[src/rtl/mux_scan_sequencer_pkg.sv]
// Shared definitions for the mux scan sequencer: default geometry and FSM state encoding.
package mux_scan_sequencer_pkg;

    localparam int NUM_CH_DEF  = 8;
    localparam int SEL_W_DEF   = 3;
    localparam int DWELL_W_DEF = 4;

    typedef enum logic [1:0] {
        ST_IDLE   = 2'd0,
        ST_SETTLE = 2'd1,
        ST_SAMPLE = 2'd2,
        ST_HOLD   = 2'd3
    } state_t;

endpackage

[src/rtl/mux_scan_sequencer_if.sv]
// Scan-side bus: mux select/sample pair, scan control and the frame valid/ready handshake.
interface mux_scan_sequencer_if
    import mux_scan_sequencer_pkg::*;
#(
    parameter int NUM_CH  = NUM_CH_DEF,
    parameter int SEL_W   = SEL_W_DEF,
    parameter int DWELL_W = DWELL_W_DEF
);
    logic               start;
    logic               cont;
    logic [DWELL_W-1:0] dwell;
    logic               mux_out;
    logic [SEL_W-1:0]   sel;
    logic               busy;
    logic [NUM_CH-1:0]  frame;
    logic               frame_valid;
    logic               frame_ready;

    modport master (
        input  start, cont, dwell, mux_out, frame_ready,
        output sel, busy, frame, frame_valid
    );

    modport slave (
        output start, cont, dwell, mux_out, frame_ready,
        input  sel, busy, frame, frame_valid
    );
endinterface

[src/rtl/mux_scan_sequencer_dwell_counter.sv]
// Loadable settle down-counter; saturates at zero so a long dwell can never underflow.
module dwell_counter #(
    parameter int W = 4
) (
    input  logic         clk,
    input  logic         rst,
    input  logic         load,
    input  logic [W-1:0] load_val,
    input  logic         dec,
    output logic         zero
);
    logic [W-1:0] cnt_r;

    // Counter register: load wins over decrement.
    always_ff @(posedge clk) begin
        if (rst) begin
            cnt_r <= '0;
        end else if (load) begin
            cnt_r <= load_val;
        end else if (dec && (cnt_r != '0)) begin
            cnt_r <= cnt_r - W'(1);
        end
    end

    assign zero = (cnt_r == '0);
endmodule

[src/rtl/mux_scan_sequencer.sv]
// Steps the 8:1 mux select through every channel, settles, samples, and hands the
// assembled frame downstream on valid/ready; optional back-to-back continuous scanning.
module mux_scan_sequencer
    import mux_scan_sequencer_pkg::*;
#(
    parameter int NUM_CH  = NUM_CH_DEF,
    parameter int SEL_W   = SEL_W_DEF,
    parameter int DWELL_W = DWELL_W_DEF
) (
    input  logic                  clk,
    input  logic                  rst,
    mux_scan_sequencer_if.master  bus
);
    state_t             state_r;
    state_t             state_nxt_s;
    logic [SEL_W-1:0]   sel_r;
    logic [NUM_CH-1:0]  work_r;
    logic [NUM_CH-1:0]  work_nxt_s;
    logic [NUM_CH-1:0]  frame_r;
    logic               frame_valid_r;
    logic               busy_r;
    logic [DWELL_W-1:0] dwell_lat_r;
    logic               cnt_load_s;
    logic [DWELL_W-1:0] cnt_load_val_s;
    logic               cnt_dec_s;
    logic               cnt_zero_s;
    logic               last_s;
    logic               handshake_s;

    assign last_s      = (sel_r == SEL_W'(NUM_CH - 1));
    assign handshake_s = frame_valid_r && bus.frame_ready;

    dwell_counter #(.W(DWELL_W)) u_dwell_counter (
        .clk      (clk),
        .rst      (rst),
        .load     (cnt_load_s),
        .load_val (cnt_load_val_s),
        .dec      (cnt_dec_s),
        .zero     (cnt_zero_s)
    );

    // Working register with the current channel's sample merged in.
    always_comb begin
        work_nxt_s        = work_r;
        work_nxt_s[sel_r] = bus.mux_out;
    end

    // Next-state and settle-counter control.
    always_comb begin
        state_nxt_s    = state_r;
        cnt_load_s     = 1'b0;
        cnt_load_val_s = dwell_lat_r;
        cnt_dec_s      = 1'b0;
        case (state_r)
            ST_IDLE: begin
                if (bus.start) begin
                    state_nxt_s    = ST_SETTLE;
                    cnt_load_s     = 1'b1;
                    cnt_load_val_s = bus.dwell;
                end else begin
                    state_nxt_s = ST_IDLE;
                end
            end
            ST_SETTLE: begin
                if (cnt_zero_s) begin
                    state_nxt_s = ST_SAMPLE;
                end else begin
                    state_nxt_s = ST_SETTLE;
                    cnt_dec_s   = 1'b1;
                end
            end
            ST_SAMPLE: begin
                if (last_s) begin
                    state_nxt_s = ST_HOLD;
                end else begin
                    state_nxt_s = ST_SETTLE;
                    cnt_load_s  = 1'b1;
                end
            end
            ST_HOLD: begin
                if (handshake_s && bus.cont) begin
                    state_nxt_s = ST_SETTLE;
                    cnt_load_s  = 1'b1;
                end else if (handshake_s) begin
                    state_nxt_s = ST_IDLE;
                end else begin
                    state_nxt_s = ST_HOLD;
                end
            end
            default: begin
                state_nxt_s = ST_IDLE;
            end
        endcase
    end

    // State, select, working/frame registers and registered status outputs.
    always_ff @(posedge clk) begin
        if (rst) begin
            state_r       <= ST_IDLE;
            busy_r        <= 1'b0;
            sel_r         <= '0;
            work_r        <= '0;
            frame_r       <= '0;
            frame_valid_r <= 1'b0;
            dwell_lat_r   <= '0;
        end else begin
            state_r <= state_nxt_s;
            busy_r  <= (state_nxt_s != ST_IDLE);
            case (state_r)
                ST_IDLE: begin
                    if (bus.start) begin
                        sel_r       <= '0;
                        work_r      <= '0;
                        dwell_lat_r <= bus.dwell;
                    end
                end
                ST_SAMPLE: begin
                    work_r <= work_nxt_s;
                    if (last_s) begin
                        frame_r       <= work_nxt_s;
                        frame_valid_r <= 1'b1;
                    end else begin
                        sel_r <= sel_r + SEL_W'(1);
                    end
                end
                ST_HOLD: begin
                    if (handshake_s) begin
                        frame_valid_r <= 1'b0;
                        // Continuous restart goes straight back to channel 0 with no IDLE gap.
                        if (bus.cont) begin
                            sel_r  <= '0;
                            work_r <= '0;
                        end
                    end
                end
                default: begin
                end
            endcase
        end
    end

    assign bus.sel         = sel_r;
    assign bus.busy        = busy_r;
    assign bus.frame       = frame_r;
    assign bus.frame_valid = frame_valid_r;
endmodule

[src/flat_wrapper.sv]
// flat-port wrapper written by rule: the top's interface ports become plain ports
module mux_scan_sequencer_flat import mux_scan_sequencer_pkg::*;
#(
    parameter int NUM_CH  = NUM_CH_DEF,
    parameter int SEL_W   = SEL_W_DEF,
    parameter int DWELL_W = DWELL_W_DEF
)
  (clk, rst, bus_start, bus_cont, bus_dwell, bus_mux_out, bus_frame_ready, bus_sel, bus_busy, bus_frame, bus_frame_valid);
  mux_scan_sequencer_if #(.NUM_CH(NUM_CH), .SEL_W(SEL_W), .DWELL_W(DWELL_W)) bus_i ();
  input  logic clk;
  input  logic rst;
  input wire logic [$bits(bus_i.start)-1:0] bus_start;
  input wire logic [$bits(bus_i.cont)-1:0] bus_cont;
  input wire logic [$bits(bus_i.dwell)-1:0] bus_dwell;
  input wire logic [$bits(bus_i.mux_out)-1:0] bus_mux_out;
  input wire logic [$bits(bus_i.frame_ready)-1:0] bus_frame_ready;
  output wire logic [$bits(bus_i.sel)-1:0] bus_sel;
  output wire logic [$bits(bus_i.busy)-1:0] bus_busy;
  output wire logic [$bits(bus_i.frame)-1:0] bus_frame;
  output wire logic [$bits(bus_i.frame_valid)-1:0] bus_frame_valid;
  assign bus_i.start = bus_start;
  assign bus_i.cont = bus_cont;
  assign bus_i.dwell = bus_dwell;
  assign bus_i.mux_out = bus_mux_out;
  assign bus_i.frame_ready = bus_frame_ready;
  assign bus_sel = bus_i.sel;
  assign bus_busy = bus_i.busy;
  assign bus_frame = bus_i.frame;
  assign bus_frame_valid = bus_i.frame_valid;
  mux_scan_sequencer #(.NUM_CH(NUM_CH), .SEL_W(SEL_W), .DWELL_W(DWELL_W)) u_core (.clk(clk), .rst(rst), .bus(bus_i));
endmodule
[config.mk]
export PLATFORM = sky130hd
export DESIGN_NAME = mux_scan_sequencer_flat
export DESIGN_NICKNAME = d
export VERILOG_FILES = /design/src/rtl/mux_scan_sequencer_pkg.sv /design/src/rtl/mux_scan_sequencer_if.sv /design/src/rtl/mux_scan_sequencer_dwell_counter.sv /design/src/rtl/mux_scan_sequencer.sv /design/src/flat_wrapper.sv
export SDC_FILE = /design/constraint.sdc
export NUM_CORES = 1
export LEC_CHECK = 0
export ABC_CLOCK_PERIOD_IN_PS = 2000
export BUFFER_PORTS_ARGS = -buffer_cell sky130_fd_sc_hd__buf_2
export CELL_PAD_IN_SITES_DETAIL_PLACEMENT = 0
export CELL_PAD_IN_SITES_GLOBAL_PLACEMENT = 1
export CORE_ASPECT_RATIO = 0.5
export CORE_MARGIN = 3
export CORE_UTILIZATION = 42
export CTS_CLUSTER_SIZE = 12
export DETAILED_ROUTE_END_ITERATION = 12
export MAX_ROUTING_LAYER = met4
export PLACE_DENSITY = 0.85
export SLEW_MARGIN = 20
export SYNTH_ARGS = -nofsm -noshare
export SYNTH_HDL_FRONTEND = slang
export SYNTH_SLANG_ARGS = --single-unit
export TNS_END_PERCENT = 1
[constraint.sdc]
create_clock -name clk -period 2 [get_ports clk]
set_input_delay 0.2 -clock clk [delete_from_list [all_inputs] [get_ports clk]]
set_output_delay 0.2 -clock clk [all_outputs]
set_load 0.01 [all_outputs]
After elaboration in Yosys (flattened, before gate mapping) --
Index checks and enable logic that the tools add are counted.
Storage, ports and cells: input port bits 10, bits in read-only memories 0, logic and storage cells 67, output and inout port bits 13, register bits after elaboration 31, memory bits (writable) 0, bits in latches 0, memories 0
Operators by class: shift-type cells 0, bitwise gates (word level) 0, multipliers 0, add/sub/neg operators 2, order comparisons 2, reductions and logical operators 15, muxes and demuxes 31, equality and inequality tests 9, div/mod/pow operators 0
Operators by type and width (number):
- $mux W8 | 3
- $pmux W8 S3 | 1
- $mux W4 | 4
- $mux W3 | 4
- $mux W1 | 9
- $pmux W3 S3 | 1
- $bwmux W8 | 1
- $mux W2 | 4
- $pmux W2 S4 | 1
- $ne A2 B2 Y1 const B | 3
- $reduce_bool A2 Y1 | 3
- $reduce_and A5 Y1 | 1
- $eq A2 B2 Y1 const B | 2
- $logic_and A1 B1 Y1 | 4
- $logic_not A4 Y1 | 1
- $lt A3 B4 Y1 const B | 1
- $ne A2 B1 Y1 const B | 2
- $reduce_and A4 Y1 | 1
- $reduce_bool A4 Y1 | 1
- $sub A4 B1 Y4 const B | 1
- $add A3 B1 Y3 const B | 1
- $demux W1 S3 | 1
- $eq A3 B3 Y1 const B | 1
- $ge A3 B1 Y1 const B | 1
- 7 further kinds | 7

Depth between registers and ports, before layout --
depth in word-level cells 6, depth in mapped cells 6, depth with buffers taken out 6

Modules after synthesis --
A second synthesis with hierarchy kept.
Unflattened totals: cells, all modules 154, area, all modules 1497.7 um^2
By module, submodules not included:
- mux_scan_sequencer | cells each 125, area each 1234.9 um^2, times used 1, seq. area each 540.5 um^2
- dwell_counter | cells each 29, area each 262.8 um^2, times used 1, seq. area each 80.1 um^2

Worst setup path before layout --
No wires, ideal clock.
kind reg2reg, start point reg u_core.sel_r[0] (netlist: u_core.bus.sel[0]), end point reg u_core.u_dwell_counter.cnt_r[1], period minus slack after synthesis 1.513 ns, cell stages (with the launch flop) 7, setup time 0.120 ns, data arrival time 1.393 ns, setup slack 0.487 ns, path buffers 0, required time 1.880 ns, path through dfxtp_1 ha_1 ha_1 o21ai_1 o22a_2 nor4_1 a211o_1
On the way: word-level cells in the longest chain between the ends 4, elaborated cells on any way between the ends 5, classes of those cells eq/ne: 1; mux: 3; reduce/logical: 1
Ends and longest elaborated chain:
- start: declaration | line mux_scan_sequencer.sv:16 | logic [SEL_W-1:0] sel_r;
- start signal: assignment | line mux_scan_sequencer.sv:123 | sel_r <= sel_r + SEL_W'(1);
- $eq A3 B3 Y1 (*) | line mux_scan_sequencer.sv:30 | assign last_s = (sel_r == SEL_W'(NUM_CH - 1));
- $mux W1 (*) | line mux_scan_sequencer.sv:73 | if (last_s) begin
- $pmux W1 S3 (*) | line mux_scan_sequencer.sv:54 | case (state_r)
- $mux W4 / $reduce_bool A2 Y1 (equally long branches)
- end signal: assignment | line mux_scan_sequencer_dwell_counter.sv:19 | cnt_r <= load_val;
- end signal: assignment | line mux_scan_sequencer_dwell_counter.sv:21 | cnt_r <= cnt_r - W'(1);
- end: declaration | line mux_scan_sequencer_dwell_counter.sv:12 | logic [W-1:0] cnt_r;
Every way passes the cells marked *; elsewhere a longest branch is shown, timed or not. A chain may end at the register's enable or synchronous reset.

Final worst setup path --
Ends and elaborated chain as after synthesis.

==> flow_summary.json <==
{
  "status": "finished clean",
  "synth_edf_count": 0,
  "drc": 0,
  "cp_slowest_cell": "dfxtp_1",
  "grt_pass1_vias": 1118,
  "setup_ws_ns": 0.396,
  "crit_top_cell": "ha_1",
  "io_pins": 23,
  "reg2reg_from": "u_core.bus.sel[0]",
  "holdWs_ns": 0.205,
  "drt_pass1_iterations": 4,
  "core_sq_um": 3220,
  "crit_path_cell_trace": "ha_1 -> ha_1 -> o21ai_1 -> o22a_2 -> nor4_1 -> a211o_1",
  "synth-warning-count": 0,
  "dpl.hpwl_microns": 2090,
  "ys_seq_area_share_pct": 41.0,
  "cts-hold-fix-buffers": 0,
  "maxSlewViolCount": 0,
  "cts-root-buf": "clkbuf_8",
  "max_freq_mhz": 623,
  "relSlewSlack_pct": 71.2,
  "gp_congestion": 0.809,
  "wl_per_cell_microns": 12.8,
  "synth_most_common_cell": "dfxtp_1",
  "fp-row-count": 14,
  "regArea_sq_um": 621,
  "vias_per_cell": 5.17,
  "synth_cells": 162,
  "synthArstFlopShare_pct": 0,
  "diodes": 0,
  "via_count": 1210,
  "syn_area_per_cell_sq_um": 9.34,
  "cp_num_buf_inv": 0,
  "setup_viol": 0,
  "cts_tree": "built",
  "reg2reg_to": "u_core.u_dwell_counter.cnt_r[1]",
  "drive_above_1_share_pct": 26.3,
  "cts_made_buffers": 5,
  "clkSinkCount": 31,
  "worst_pin_slew_ns": 0.431,
  "ys_types": 44,
  "worstSetupStartpointType": "flop",
  "drt_iter0_drc": 46,
  "overflow": 0,
  "netlist_area_sq_um": 1510,
  "endpoint_kind": "flop",
  "dieArea_sq_um": 4400,
  "synthTopCellsByCount": "31 x dfxtp_1, 15 x nor2_1, 13 x mux2i_1",
  "antenna_found_initial": 0,
  "path_clk_slew_ns": 0.07,
  "area_delta_synth_final_pct": 15.4,
  "fin_util_pct": 54.2,
  "die_w_microns": 90.9,
  "cts_resized": 0,
  "cp.depth": 6,
  "slowest_delay_ns": 0.32,
  "holdCritPathClass": "in2reg",
  "post_cts_buffers": 0,
  "drtAntennaViolNets": 0,
  "rsz0062_at_grt": "false",
  "clk_path_buf_depth": 2,
  "die_height_microns": 48.4,
  "start_util_pct": 46.9,
  "power.leakage_uw": 0.000715,
  "portBuffers": 22,
  "drt-total-wl_microns": 2990,
  "syn-num-nets": 175,
  "yosysTopAreaCellShare_pct": 41.0,
  "synth_ff_type": "dfxtp_1",
  "dp.cells": 227,
  "clk-insertion-delay-late_ns": 0.28,
  "yosys.area.top_type": "dfxtp_1",
  "crit_start": "u_core.bus.sel[0]",
  "fin_skew_ns": 0.00728,
  "finalCritPeriodShare_pct": 80.2,
  "critPathKind": "reg2reg",
  "finalHoldViolations": 0,
  "grt_max_degree": 19,
  "stdcell_count": 234,
  "fill_cells": 304,
  "critPathCapture": "u_core.u_dwell_counter.cnt_r[1]",
  "grt_pass1_wl_microns": 5200,
  "track_usage_pct": 14.9,
  "multi_input_area_sq_um": 815,
  "vdd_drop_max_mv": 0.736,
  "worstPathRequired_ns": 2.16,
  "cp.arrival_ns": 1.77,
  "power_density_nw_per_um2": 1020,
  "tns_ns": 0,
  "ys_seq_elements": 31,
  "cts-htree-levels": 2,
  "rr_worst_depth": 6,
  "maxCapViolCount": 0,
  "nets": 199,
  "crit_fanout": 7,
  "timing.final.crit_period_ns": 1.60,
  "dp_slack_ns": 0.400,
  "cp_top_family": "compound AO/OA/AOI/OAI gates",
  "synthTopCellsByArea": "dfxtp_1 41%, mux2i_1 8.6%, nor2_1 3.7%",
  "regToRegSetupSlack_ns": 0.40
}
[stage by stage]
stage               instance area (sq um)  total power (uW)
finish                               1750              1780
global route                         1750              1890
CTS                                  1750              1790
detailed placement                   1660              1300
global placement                     1660              1280
floorplan                            1510              1160
[state kept, by name, summed over array words and instances, names as in the netlist]
register and count:
u_core.dwell_lat_r 4, u_core.bus.frame 8, u_core.u_dwell_counter.cnt_r 4, u_core.bus.sel 3, u_core.work_r 8, u_core.bus.frame_valid 1, u_core.bus.busy 1, u_core.state_r 2
[worst register-to-register path, delay by kind of cell (launching register included)]
kind | cells | cell delay (ns)
and+or+nand+nor | 1 | 0.06
AOI/OAI and AO/OA | 3 | 0.68
DFF | 1 | 0.32
adders and majority gates | 2 | 0.43
[report_power, final]
group | total, uW | switching, uW | internal (uW)
Sequential | 768 | 77.0 | 691
Clock | 497 | 227 | 270
Combinational | 515 | 273 | 242
Total | 1780 | 577 | 1200
[kinds of logic after synthesis]
family / Yosys count / share of synthesized area [%]
and+or+nand+nor: 60 / 22.5
DFF: 31 / 41.0
buffers and inverters: 13 / 5.13
xor gates and xnor gates: 1 / 0.579
muxes: 18 / 12.3
AOI/OAI and AO/OA: 36 / 16.0
adders and majority gates: 3 / 2.48
[how the worst min path moves through the flow]
stage / start / end / slack (ns) / cells after the start
after global placement: u_core.work_r[3] / u_core.work_r[3] / 0.45 / 2
final: bus_dwell[2] / u_core.dwell_lat_r[2] / 0.20 / 3
after global routing: bus_dwell[2] / u_core.dwell_lat_r[2] / 0.24 / 3
after CTS: bus_dwell[0] / u_core.dwell_lat_r[0] / 0.21 / 3
after floorplan: rst / u_core.state_r[0] / 0.28 / 1
after detailed placement: u_core.work_r[4] / u_core.work_r[4] / 0.46 / 2
[metal layers]
layer	track usage [%]	up-vias	wire length (microns)
li1	-	620	-
met1	18.8	568	1540
met2	22.9	20	1270
met3	5.57	2	157
met4	3.00	0	23
met5	-	-	0
[layout make-up]
type	instances	share of cell area (%)
timing repair buffer	28	8.89
inverter	2	0.430
multi-input combinational	118	46.7
clock buffer	6	4.73
clock inverter	1	0.287
tap	48	3.44
sequential	31	35.6
[cells in the final DEF (no fill, tap or decap), types with 3 or more instances in the layout]
cell type / count
mux2_2: 3
nor2_1: 15
mux2i_1: 13
nand2_1: 10
ha_1: 3
nand3b_1: 3
nor3b_1: 4
a211oi_2: 3
o21ai_0: 8
a21oi_1: 11
nand2b_1: 6
dfxtp_1: 31
nor2_2: 4
buf_4: 6
buf_2: 22
clkbuf_8: 6
No activity file was read; power rests on OpenSTA's default activity.
